<file path="config.mk">
export PLATFORM = sky130hd
export DESIGN_NAME = qam16_demapper_flat
export DESIGN_NICKNAME = d
export VERILOG_FILES = /design/src/rtl/qam16_demapper_if.sv /design/src/rtl/qam16_demapper.sv /design/src/flat_wrapper.sv
export SDC_FILE = /design/constraint.sdc
export NUM_CORES = 1
export LEC_CHECK = 0
export CORE_ASPECT_RATIO = 0.7
export CORE_UTILIZATION = 40
export CTS_CLUSTER_SIZE = 10
export DETAILED_ROUTE_END_ITERATION = 16
export PLACE_DENSITY = 0.75
export SYNTH_ARGS = -nofsm -noshare
export SYNTH_HDL_FRONTEND = slang
export SYNTH_SLANG_ARGS = --single-unit
</file>
<file path="constraint.sdc">
create_clock -name clk -period 1.7 [get_ports clk]
set_input_delay 0.17 -clock clk [delete_from_list [all_inputs] [get_ports clk]]
set_output_delay 0.17 -clock clk [all_outputs]
set_load 0.005 [all_outputs]
</file>
<file path="src/rtl/qam16_demapper_if.sv">
// Sample-in / symbol-out bundle for the 16-QAM demapper.
// err_mag exists only when QAM_DEMAP_ERR_EN is defined.
interface qam16_demapper_if #(
  parameter int DATA_W = 8,
  parameter int CNT_W  = 16
);
  logic signed [DATA_W-1:0] I_data;
  logic signed [DATA_W-1:0] Q_data;
  logic                     data_valid_i;
  logic                     start;
  logic                     done_flag_i;
  logic [3:0]               symbol;
  logic                     data_valid_o;
  logic                     done_flag_o;
  logic [CNT_W-1:0]         sym_count;
  logic                     busy;
`ifdef QAM_DEMAP_ERR_EN
  logic [DATA_W:0]          err_mag;

  modport master (
    output I_data, Q_data, data_valid_i, start, done_flag_i,
    input  symbol, data_valid_o, done_flag_o, sym_count, busy, err_mag
  );
  modport slave (
    input  I_data, Q_data, data_valid_i, start, done_flag_i,
    output symbol, data_valid_o, done_flag_o, sym_count, busy, err_mag
  );
`else
  modport master (
    output I_data, Q_data, data_valid_i, start, done_flag_i,
    input  symbol, data_valid_o, done_flag_o, sym_count, busy
  );
  modport slave (
    input  I_data, Q_data, data_valid_i, start, done_flag_i,
    output symbol, data_valid_o, done_flag_o, sym_count, busy
  );
`endif
endinterface

</file>
<file path="src/rtl/qam16_demapper.sv">
// 16-QAM hard-decision demapper: 2-stage pipeline, start/done framed.
// Optional QAM_DEMAP_ERR_EN adds the err_mag distance-to-decision output.
module qam16_demapper #(
  parameter int DATA_W = 8,
  parameter int THR    = 41,
  parameter int CNT_W  = 16
) (
  input logic             clk,
  input logic             rst,
  qam16_demapper_if.slave bus
);

  typedef enum logic [1:0] {IDLE, RUN, FLUSH, DONE} state_t;

  localparam logic signed [DATA_W:0] THR_P = (DATA_W+1)'(THR);
  localparam logic signed [DATA_W:0] THR_N = -THR_P;

  state_t                   state_q, state_d;
  logic                     accept;
  logic [CNT_W-1:0]         cnt_q, cnt_d;
  logic                     busy_q;
  logic                     done_q;
  logic                     v1_q;
  logic signed [DATA_W-1:0] i_raw_q;
  logic signed [DATA_W-1:0] q_raw_q;
  logic                     dv_q;
  logic [3:0]               sym_q;
  logic [1:0]               i_bits, q_bits;

  function automatic logic [1:0] slice(input logic signed [DATA_W-1:0] x);
    logic signed [DATA_W:0] xe;
    xe = {x[DATA_W-1], x};
    if (xe <= THR_N)            return 2'b00;
    else if (x[DATA_W-1])       return 2'b10;
    else if (xe < THR_P)        return 2'b11;
    else                        return 2'b01;
  endfunction

  always_ff @(posedge clk) begin
    if (!rst) state_q <= IDLE;
    else      state_q <= state_d;
  end

  always_comb begin
    state_d = state_q;
    accept  = 1'b0;
    cnt_d   = cnt_q;
    case (state_q)
      IDLE: begin
        if (bus.start) begin
          state_d = RUN;
          cnt_d   = '0;
        end
      end
      RUN: begin
        accept = bus.data_valid_i;
        if (accept && (cnt_q != '1)) cnt_d = cnt_q + 1'b1;
        if (bus.done_flag_i) state_d = FLUSH;
      end
      FLUSH:   state_d = DONE;
      DONE:    state_d = IDLE;
      default: state_d = IDLE;
    endcase
  end

  assign i_bits = slice(i_raw_q);
  assign q_bits = slice(q_raw_q);

`ifdef QAM_DEMAP_ERR_EN
  localparam logic signed [DATA_W+1:0] LVL_IN  = (DATA_W+2)'(20);
  localparam logic signed [DATA_W+1:0] LVL_OUT = (DATA_W+2)'(61);

  logic [DATA_W:0] err_q;

  function automatic logic [DATA_W:0] axis_err(input logic signed [DATA_W-1:0] x,
                                               input logic [1:0] b);
    logic signed [DATA_W+1:0] lvl;
    logic signed [DATA_W+1:0] d;
    case (b)
      2'b00:   lvl = -LVL_OUT;
      2'b10:   lvl = -LVL_IN;
      2'b11:   lvl = LVL_IN;
      default: lvl = LVL_OUT;
    endcase
    d = {{2{x[DATA_W-1]}}, x} - lvl;
    if (d[DATA_W+1]) d = -d;
    return d[DATA_W:0];
  endfunction

  always_ff @(posedge clk) begin
    if (!rst)      err_q <= '0;
    else if (v1_q) err_q <= axis_err(i_raw_q, i_bits) + axis_err(q_raw_q, q_bits);
  end

  assign bus.err_mag = err_q;
`endif

  // Stage 1 holds the raw sample; stage 2 holds the decision.
  always_ff @(posedge clk) begin
    if (!rst) begin
      cnt_q   <= '0;
      busy_q  <= 1'b0;
      done_q  <= 1'b0;
      v1_q    <= 1'b0;
      i_raw_q <= '0;
      q_raw_q <= '0;
      dv_q    <= 1'b0;
      sym_q   <= '0;
    end else begin
      cnt_q  <= cnt_d;
      busy_q <= (state_d == RUN) || (state_d == FLUSH);
      done_q <= (state_q == DONE);
      v1_q   <= accept;
      if (accept) begin
        i_raw_q <= bus.I_data;
        q_raw_q <= bus.Q_data;
      end
      dv_q <= v1_q;
      if (v1_q) sym_q <= {i_bits, q_bits};
    end
  end

  assign bus.symbol       = sym_q;
  assign bus.data_valid_o = dv_q;
  assign bus.done_flag_o  = done_q;
  assign bus.sym_count    = cnt_q;
  assign bus.busy         = busy_q;

endmodule

</file>
<file path="src/flat_wrapper.sv">
// flat-port wrapper written by rule: the top's interface ports become plain ports
module qam16_demapper_flat 
#(
  parameter int DATA_W = 8,
  parameter int THR    = 41,
  parameter int CNT_W  = 16
)
  (clk, rst, bus_I_data, bus_Q_data, bus_data_valid_i, bus_start, bus_done_flag_i, bus_symbol, bus_data_valid_o, bus_done_flag_o, bus_sym_count, bus_busy);
  qam16_demapper_if #(.DATA_W(DATA_W), .CNT_W(CNT_W)) bus_i ();
  input logic clk;
  input logic rst;
  input wire logic [$bits(bus_i.I_data)-1:0] bus_I_data;
  input wire logic [$bits(bus_i.Q_data)-1:0] bus_Q_data;
  input wire logic [$bits(bus_i.data_valid_i)-1:0] bus_data_valid_i;
  input wire logic [$bits(bus_i.start)-1:0] bus_start;
  input wire logic [$bits(bus_i.done_flag_i)-1:0] bus_done_flag_i;
  output wire logic [$bits(bus_i.symbol)-1:0] bus_symbol;
  output wire logic [$bits(bus_i.data_valid_o)-1:0] bus_data_valid_o;
  output wire logic [$bits(bus_i.done_flag_o)-1:0] bus_done_flag_o;
  output wire logic [$bits(bus_i.sym_count)-1:0] bus_sym_count;
  output wire logic [$bits(bus_i.busy)-1:0] bus_busy;
  assign bus_i.I_data = bus_I_data;
  assign bus_i.Q_data = bus_Q_data;
  assign bus_i.data_valid_i = bus_data_valid_i;
  assign bus_i.start = bus_start;
  assign bus_i.done_flag_i = bus_done_flag_i;
  assign bus_symbol = bus_i.symbol;
  assign bus_data_valid_o = bus_i.data_valid_o;
  assign bus_done_flag_o = bus_i.done_flag_o;
  assign bus_sym_count = bus_i.sym_count;
  assign bus_busy = bus_i.busy;
  qam16_demapper #(.DATA_W(DATA_W), .THR(THR), .CNT_W(CNT_W)) u_core (.clk(clk), .rst(rst), .bus(bus_i));
endmodule
</file>
==> results.yml, run 1 <==
run_status:
  status: "completed"
global_route:
  groute.usage.overall: 0.230
  grt_max_degree: 34
  use_met1: 0.341
  grt_antenna_before_repair: 0
  grt_pass1_wl_mm: 9.13
  top_usage_layer: "met1"
  grt_use_met3: 0.0667
  overflow: 0
  met2_usage: 0.334
  grt_pass1_vias: 1827
floorplan:
  core-area_um2: 4500
  ios: 44
  initial_core_util: 0.434
  die_width_um: 85.5
  die_y_um: 60.5
  die-area_um2: 5170
  std_cell_rows: 20
synthesis:
  synth_cell_types: 48
  async_flop_share: 0
  yosys_warnings: 0
  synth_edf_count: 0
  syn_area_per_cell_um2: 8.18
  synth_area_leader_cell: "dfxtp_1"
  ys_seq_area_frac: 0.430
  syn_area_um2: 1950
  syn_nets: 261
  ys_ff_latch: 42
  synth_area_leaders: "dfxtp_1, nand2_1, a21oi_1, nor2_1, o21ai_0"
  synthFlopType: "dfxtp_1"
  synth_top_area_frac: 0.430
  syn_inst: 239
clock_network:
  postCtsHoldBufs: 0
  worstSkewPairLatency_ns: 0.30
  cts_tree: "yes"
  cts-root-buf: "clkbuf_8"
  cts_sinks: 42
  cts_max_level: 2
  cts_inserted_buffers: 5
  ctsLongestPathBuffers: 2
  path_clk_slew_ns: 0.08
cells_and_area:
  fillers: 385
  area_growth_pct: 45.0
  finalNonFillerCells: 364
  seqCellArea_um2: 845
  final_util: 0.629
  final_cell_area_um2: 2830
  multi_input_area_um2: 1080
  finalNetCount: 330
  insertedDiodeCount: 0
  post_route_cells_drive_above_1_share: 0.188
sta:
  tightest_slew_ns: 0.458
  whs_ns: 0.420
  finClkSkew_ns: 0.00754
  slew_viol_final: 0
  fin_crit_ns: 1.65
  fin_ws_ns: 0.0545
  slew_headroom: 0.692
  max_freq_mhz: 608
  setup_viol: 0
  final_hold_viol_count: 0
  rsz0062_at_grt: "no"
  period_share: 0.968
setup_path:
  worstSetupEndpointType: "flip-flop"
  reg2reg_depth: 5
  arrival_ns: 1.88
  reg2reg_slack_ns: 0.05
  path_class: "reg -> reg"
  crit_path_start: "u_core.bus.sym_count[1]$_SDFFE_PN0P_"
  startpoint_type: "flip-flop"
  rr_startpoint: "u_core.bus.sym_count[1]$_SDFFE_PN0P_"
  r2r_end: "u_core.bus.sym_count[15]$_SDFFE_PN0P_"
  worst-endpoint-required_ns: 1.93
  worstPathMaxFanout: 5
placed_design:
  dp.cells: 354
  io_buffers: 43
  pre_cts_ws_ns: -0.114
  dp_hpwl_mm: 3.96
  place_area_um2: 2630
  gp_congestion: 0.917
worst_hold_path:
  hold_start: "bus_I_data[4]"
  min_to: "u_core.i_raw_q[4]$_SDFFE_PN0P_"
  holdCritPathClass: "in -> reg"
  hold_path_depth: 3
drt:
  drtAntennaViolNets: 0
  via_per_inst: 5.68
  drcViolationCount: 0
  drt-total-wl_mm: 5.55
  wl_per_cell_um: 15.3
  drt_iter0_drc: 146
  vias: 2068
  drtPass1Iterations: 5
flow_run:
  maxCapViolCount: 0
power_and_ir_drop:
  ir_drop_v: 0.000529
  p_leak_nw: 0.989
  power.density_nw_per_um2: 792
cell type report:
class / instances / area share
tap: 55 / 0.0243
sequential: 42 / 0.298
clock inverter: 2 / 0.0212
inverter: 5 / 0.00662
timing repair buffer: 75 / 0.241
multi-input combinational: 179 / 0.380
clock buffer: 6 / 0.0291
worst max-delay path by stage:
| stage | endpoint | slack, ns |
|---|---|---|
| floorplan | u_core.bus.sym_count[9]$_SDFFE_PN0P_ | 0.0006 |
| global placement | u_core.bus.sym_count[7]$_SDFFE_PN0P_ | -0.02 |
| detailed placement | u_core.bus.sym_count[13]$_SDFFE_PN0P_ | -0.11 |
| CTS | u_core.bus.sym_count[7]$_SDFFE_PN0P_ | 0.007 |
| global route | u_core.bus.sym_count[9]$_SDFFE_PN0P_ | 0.02 |
| finish | u_core.bus.sym_count[15]$_SDFFE_PN0P_ | 0.05 |
cells in the mapped netlist, drive strengths merged (3+ instances only):
master  count
and2        3
nand2      44
o211ai      6
o221ai      3
buf         6
a31oi       4
nor2       19
dfxtp      42
nand4       9
a21oi      28
a211oi      3
nor4        4
or4         4
nor3        6
clkbuf      7
inv         4
o21ai      10
nand3       8
worst max-delay path, cell delays in order, from the launching register on:
cell and delay (ns):
dfxtp_2 0.37, buf_4 0.14, nand4_1 0.16, nor4_1 0.41, mux2_2 0.38, a21oi_1 0.13
per-stage QoR:
stage	setup TNS [ns]	power, mW
after floorplan	0	1.16
after global placement	-0.0624	1.27
after detailed placement	-0.769	1.28
after CTS	0	2.24
after global routing	0	2.33
final	0	2.24
metal layers:
layer	up-vias	wire, um
li1	1009	-
met1	958	2690
met2	94	2270
met3	7	558
met4	0	38
met5	-	0
logic make-up after synthesis:
logic type      share of synthesized area
mux                                0.0160
fa+ha+maj                         0.00640
flops                               0.430
compound gates                      0.217
simple gates                        0.287
buf+inv                            0.0429
layout by cell type (no fill, tap or decap), types with 3 or more instances in the layout:
master and instances:
inv_1 4, o21ai_0 9, nand2_1 43, nor3_1 6, dfxtp_2 3, nand4_1 7, clkbuf_8 6, nor2_1 18
nand3_1 7, clkdlybuf4s50_1 43, o211ai_1 6, buf_4 31, a31oi_1 4, or4_1 3, and2_1 3, a21oi_1 28
dfxtp_1 39, a211oi_1 3
what timing repair did:
item,4_1_cts,5_1_grt
pin swaps,1,4
setup endpoints to repair,3,13
resized for setup,1,9
hold endpoints to repair,0,0
setup buffers,0,2
sequential cells by signal (all words and copies together) (netlist names):
register and flops:
u_core.bus.sym_count 16, u_core.i_raw_q 8, u_core.q_raw_q 8, u_core.bus.symbol 4, u_core.state_q 2, u_core.bus.busy 1
u_core.bus.data_valid_o 1, u_core.bus.done_flag_o 1, u_core.v1_q 1
where the power goes:
| part | total [mW] | internal (mW) | switching (mW) |
|---|---|---|---|
| combinational | 0.227 | 0.114 | 0.113 |
| sequential | 1.04 | 1.01 | 0.0245 |
| clock | 0.979 | 0.627 | 0.353 |
Note: power is estimated with default switching activity, not from simulation.
==> run 2: changes to the inputs <==
--- a/config.mk
+++ b/config.mk
@@ -5,11 +5,10 @@
 export SDC_FILE = /design/constraint.sdc
 export NUM_CORES = 1
 export LEC_CHECK = 0
-export CORE_ASPECT_RATIO = 0.7
 export CORE_UTILIZATION = 40
 export CTS_CLUSTER_SIZE = 10
 export DETAILED_ROUTE_END_ITERATION = 16
-export PLACE_DENSITY = 0.75
+export PLACE_DENSITY = 0.73
 export SYNTH_ARGS = -nofsm -noshare
 export SYNTH_HDL_FRONTEND = slang
 export SYNTH_SLANG_ARGS = --single-unit
==> constraint.sdc (replaced) <==
create_clock -name clk -period 1.9 [get_ports clk]
set_input_delay 0.19 -clock clk [delete_from_list [all_inputs] [get_ports clk]]
set_output_delay 0.19 -clock clk [all_outputs]
set_load 0.005 [all_outputs]
==> results.yml, run 2 (synthesis results as in run 1) <==
floorplan:
  initial_core_util: 0.414
  die_y_um: 71.9
  std_cell_rows: 25
  ios: 44
  die-area_um2: 5170
  core-area_um2: 4720
  die_width_um: 71.9
global_route:
  overflow: 0
  groute.usage.overall: 0.201
  grt_pass1_vias: 1764
  grt_max_degree: 34
  grt_pass1_wl_mm: 8.23
  grt_antenna_before_repair: 0
placed_design:
  gp_congestion: 0.860
  place_area_um2: 2540
  dp_hpwl_mm: 3.55
  io_buffers: 43
setup_path:
  crit_chain: "ha_1, nand4_2, or4_4, nand2_2, o221ai_1"
  path_class: "reg -> reg"
  worstPathMaxFanout: 5
  startpoint_type: "flip-flop"
  arrival_ns: 1.93
  worst-endpoint-required_ns: 2.07
  cpPeakStageDelay_ns: 0.62
  worstSetupEndpointType: "flip-flop"
  cpMaxStageDelayCell: "or4_4"
drt:
  via_per_inst: 5.32
  vias: 1930
  drt_iter0_drc: 162
  wl_per_cell_um: 13.7
  drt-total-wl_mm: 4.97
  drtPass1Iterations: 4
  drtAntennaViolNets: 0
  drcViolationCount: 0
cells_and_area:
  final_cell_area_um2: 2680
  largest_reg_flops: 16
  layout_common_cells: "nand2_1, clkdlybuf4s50_1, dfxtp_1"
  area_growth_pct: 37.3
  post_route_cells_drive_above_1_share: 0.125
  insertedDiodeCount: 0
  finalNetCount: 317
sta:
  fin_crit_ns: 1.77
  max_freq_mhz: 566
  finClkSkew_ns: 0.00468
  final_hold_viol_count: 0
  slew_headroom: 0.717
  period_share: 0.931
  setup_viol: 0
  finalSetupTns_ns: 0
  rsz0062_at_grt: "no"
  slew_viol_final: 0
  tightest_slew_ns: 0.420
clock_network:
  cts_tree: "yes"
  postCtsHoldBufs: 0
  cts_sinks: 42
  cts-root-buf: "clkbuf_8"
  path_clk_slew_ns: 0.08
  cts_max_level: 2
  cts_inserted_buffers: 5
  ctsLongestPathBuffers: 2
  worstSkewPairLatency_ns: 0.29
power_and_ir_drop:
  p_total_mw: 1.95
  p_leak_nw: 0.911
  ir_drop_v: 0.000469
  power.density_nw_per_um2: 726
flow_run:
  maxCapViolCount: 0
run_status:
  status: "completed"
worst_hold_path:
  holdCritPathClass: "in -> reg"
run 2: layer usage:
| metal | track usage | share of wire | vias up |
|---|---|---|---|
| met1 | 0.264 | 0.47 | 901 |
| met4 | 0.0697 | 0.0084 | 0 |
| li1 | - | - | 980 |
| met2 | 0.330 | 0.47 | 44 |
| met3 | 0.0403 | 0.048 | 5 |
| met5 | 0 | 0 | - |
run 2: final timing paths:
path                                                            from  cells after the start  slack (ns)                              endpoint
worst max register to register  u_core.bus.sym_count[0]$_SDFFE_PN0P_                      5        0.13  u_core.bus.sym_count[7]$_SDFFE_PN0P_
worst max-delay path            u_core.bus.sym_count[0]$_SDFFE_PN0P_                      5        0.13  u_core.bus.sym_count[7]$_SDFFE_PN0P_
worst min-delay path                                   bus_I_data[4]                      3        0.43        u_core.i_raw_q[4]$_SDFFE_PN0P_
worst min register to register        u_core.i_raw_q[1]$_SDFFE_PN0P_                      2        0.46        u_core.i_raw_q[1]$_SDFFE_PN0P_
run 2: through the flow:
step                      setup slack (ns)   util  cells  hold WS, ns
after floorplan                      0.200      -    239        0.326
after global placement               0.160  0.537    354        0.444
after detailed placement            0.0984  0.537    354        0.449
after CTS                           0.0939  0.567    362        0.430
after global routing                0.0433  0.568    363        0.443
final                                0.132  0.568    363        0.434
run 2: where the power goes:
group          total, mW  switching, mW  internal (mW)
registers          0.925         0.0195          0.905
logic              0.184         0.0940         0.0905
clock network      0.840          0.314          0.526
total               1.95          0.427           1.52
run 2: area by class of cell:
cell class,instances,area (um^2)
Clock inverter,3,68.8
Clock buffer,5,68.8
Fill cell,429,2040
Tap cell,67,83.8
Timing Repair Buffer,62,573
Sequential cell,42,841
Inverter,5,18.8
Multi-Input combinational cell,179,1030
run 2: what timing repair did:
| item | 4_1_cts | 5_1_grt |
|---|---|---|
| setup buffers | 0 | 1 |
| gates resized for setup | 0 | 0 |
| endpoints found under the setup margin | 0 | 1 |
run 2: worst max-delay path, delay by kind of cell (launching register included):
kind | cells | cell delay, ns
AOI/OAI and AO/OA | 1 | 0.11
and+or+nand+nor | 3 | 0.98
DFF | 1 | 0.34
adders and majority gates | 1 | 0.22
==> run 3: changes to the inputs <==
--- a/config.mk
+++ b/config.mk
@@ -8,6 +8,7 @@
 export CORE_UTILIZATION = 40
 export CTS_CLUSTER_SIZE = 10
 export DETAILED_ROUTE_END_ITERATION = 16
+export MAX_ROUTING_LAYER = met4
 export PLACE_DENSITY = 0.73
 export SYNTH_ARGS = -nofsm -noshare
 export SYNTH_HDL_FRONTEND = slang
==> constraint.sdc (replaced) <==
create_clock -name clk -period 2.1 [get_ports clk]
set_input_delay 0.21 -clock clk [delete_from_list [all_inputs] [get_ports clk]]
set_output_delay 0.21 -clock clk [all_outputs]
set_load 0.005 [all_outputs]
==> results.yml, run 3 (synthesis results as in run 1) <==
floorplan:
  core-area_um2: 4720
  die_width_um: 71.9
  std_cell_rows: 25
  die_y_um: 71.9
  initial_core_util: 0.414
  die-area_um2: 5170
  ios: 44
global_route:
  groute.usage.overall: 0.199
  grt_max_degree: 34
  grt_pass1_vias: 1687
  overflow: 0
  grt_antenna_before_repair: 0
  grt_pass1_wl_mm: 7.82
sta:
  slew_viol_final: 0
  fin_crit_ns: 1.89
  rsz0062_at_grt: "no"
  slew_headroom: 0.740
  setup_viol: 0
  final_hold_viol_count: 0
  tightest_slew_ns: 0.387
  finClkSkew_ns: 0.00937
  finalSetupTns_ns: 0
  max_freq_mhz: 530
  period_share: 0.899
clock_network:
  worstSkewPairLatency_ns: 0.30
  path_clk_slew_ns: 0.08
  cts_inserted_buffers: 5
  cts_max_level: 2
  cts_sinks: 42
  ctsLongestPathBuffers: 2
  cts-root-buf: "clkbuf_8"
  post_cts_resized: 0
  cts_tree: "yes"
  post_cts_buffers: 0
  postCtsHoldBufs: 0
setup_path:
  worst-endpoint-required_ns: 2.26
  startpoint_type: "flip-flop"
  rr_startpoint: "u_core.bus.sym_count[0]$_SDFFE_PN0P_"
  path_class: "reg -> reg"
  reg2reg_slack_ns: 0.21
  cpLargestDelayFamily: "simple AND/OR/NAND/NOR gates"
  arrival_ns: 2.05
  path_buf_inv: 0
  r2r_end: "u_core.bus.sym_count[13]$_SDFFE_PN0P_"
  crit_chain: "ha_1, nand4_2, or4_4, nand2_2, o221ai_1"
  worstPathMaxFanout: 7
  reg2reg_depth: 5
  worstSetupEndpointType: "flip-flop"
  cpMaxStageDelayCell: "or4_4"
  cpPeakStageDelay_ns: 0.61
drt:
  drt_iter0_drc: 178
  vias: 1912
  drtPass1Iterations: 6
  via_per_inst: 5.36
  drcViolationCount: 0
  wl_per_cell_um: 13.2
  drt-total-wl_mm: 4.71
  drtAntennaViolNets: 0
cells_and_area:
  insertedDiodeCount: 0
  largest_reg_flops: 16
  area_growth_pct: 32.4
  post_route_cells_drive_above_1_share: 0.103
  fillers: 448
  finalNetCount: 311
  layout_common_cells: "nand2_1, clkdlybuf4s50_1, dfxtp_1"
worst_hold_path:
  hold_start: "bus_Q_data[3]"
  min_to: "u_core.q_raw_q[3]$_SDFFE_PN0P_"
  hold_path_depth: 3
  holdCritPathClass: "in -> reg"
power_and_ir_drop:
  p_sw_frac: 0.251
  p_total_mw: 1.52
  p_seq_frac: 0.553
  p_int_mw: 1.14
  power_frac_clock: 0.339
  ir_drop_v: 0.000360
  power.density_nw_per_um2: 586
  p_sw_mw: 0.380
  power.share.combinational: 0.108
  p_leak_nw: 0.853
placed_design:
  dp_hpwl_mm: 3.33
  io_buffers: 43
  gp_congestion: 0.874
run_status:
  status: "completed"
flow_run:
  maxCapViolCount: 0
[run 3: layout make-up]
class	instances	area, um^2	share of cell area
repair buffers	56	528	0.204
well taps	67	83.8	0.0324
inverters	5	18.8	0.00725
flip-flops and latches	42	841	0.325
clock buffers	6	72.6	0.0280
multi-input cells	179	1030	0.398
clock inverters	2	13.8	0.00532
[run 3: stage by stage]
stage,hold WS [ns],area (um^2),std cells,utilization,setup WS [ns]
2_1_floorplan,0.346,1950,239,-,0.400
5_1_grt,0.447,2590,357,0.548,0.0352
4_1_cts,0.448,2590,357,0.548,0.219
3_5_place_dp,0.449,2500,349,0.530,0.247
3_3_place_gp,0.444,2500,349,0.530,0.322
6_report,0.449,2590,357,0.548,0.213
[run 3: how the worst max path moves through the flow]
stage / startpoint / endpoint / slack [ns] / depth (start not counted)
after floorplan: u_core.bus.sym_count[0]$_SDFFE_PN0P_ / u_core.bus.sym_count[9]$_SDFFE_PN0P_ / 0.40 / 5
after global placement: bus_start / u_core.bus.sym_count[7]$_SDFFE_PN0P_ / 0.32 / 4
after detailed placement: u_core.bus.sym_count[0]$_SDFFE_PN0P_ / u_core.bus.sym_count[13]$_SDFFE_PN0P_ / 0.25 / 5
after CTS: u_core.bus.sym_count[0]$_SDFFE_PN0P_ / u_core.bus.sym_count[13]$_SDFFE_PN0P_ / 0.22 / 5
after global routing: u_core.bus.sym_count[0]$_SDFFE_PN0P_ / u_core.bus.sym_count[3]$_SDFFE_PN0P_ / 0.04 / 6
final: u_core.bus.sym_count[0]$_SDFFE_PN0P_ / u_core.bus.sym_count[13]$_SDFFE_PN0P_ / 0.21 / 5
[run 3: worst reg2reg max path, delay by kind of cell, from the launching register on]
family,cells,cell delay (ns)
and+or+nand+nor,3,0.95
adders and majority gates,1,0.25
AOI/OAI and AO/OA,1,0.12
DFF,1,0.44
[run 3: power groups by stage]
stage / Sequential, mW / Clock [mW] / Combinational [mW]
final: 0.838 / 0.514 / 0.163
after global routing: 0.842 / 0.558 / 0.180
after CTS: 0.838 / 0.523 / 0.164
after detailed placement: 0.857 / 0 / 0.163
after global placement: 0.856 / 0 / 0.162
after floorplan: 0.852 / 0 / 0.0832
[run 3: layer usage]
layer / vias up / wire (um) / share of wire / global-route usage
met1: 874 / 2300 / 0.49 / 0.253
met2: 54 / 2130 / 0.45 / 0.310
met3: 11 / 217 / 0.046 / 0.0514
met4: 0 / 68 / 0.014 / 0.0654
met5: - / 0 / 0 / -
li1: 973 / - / - / -
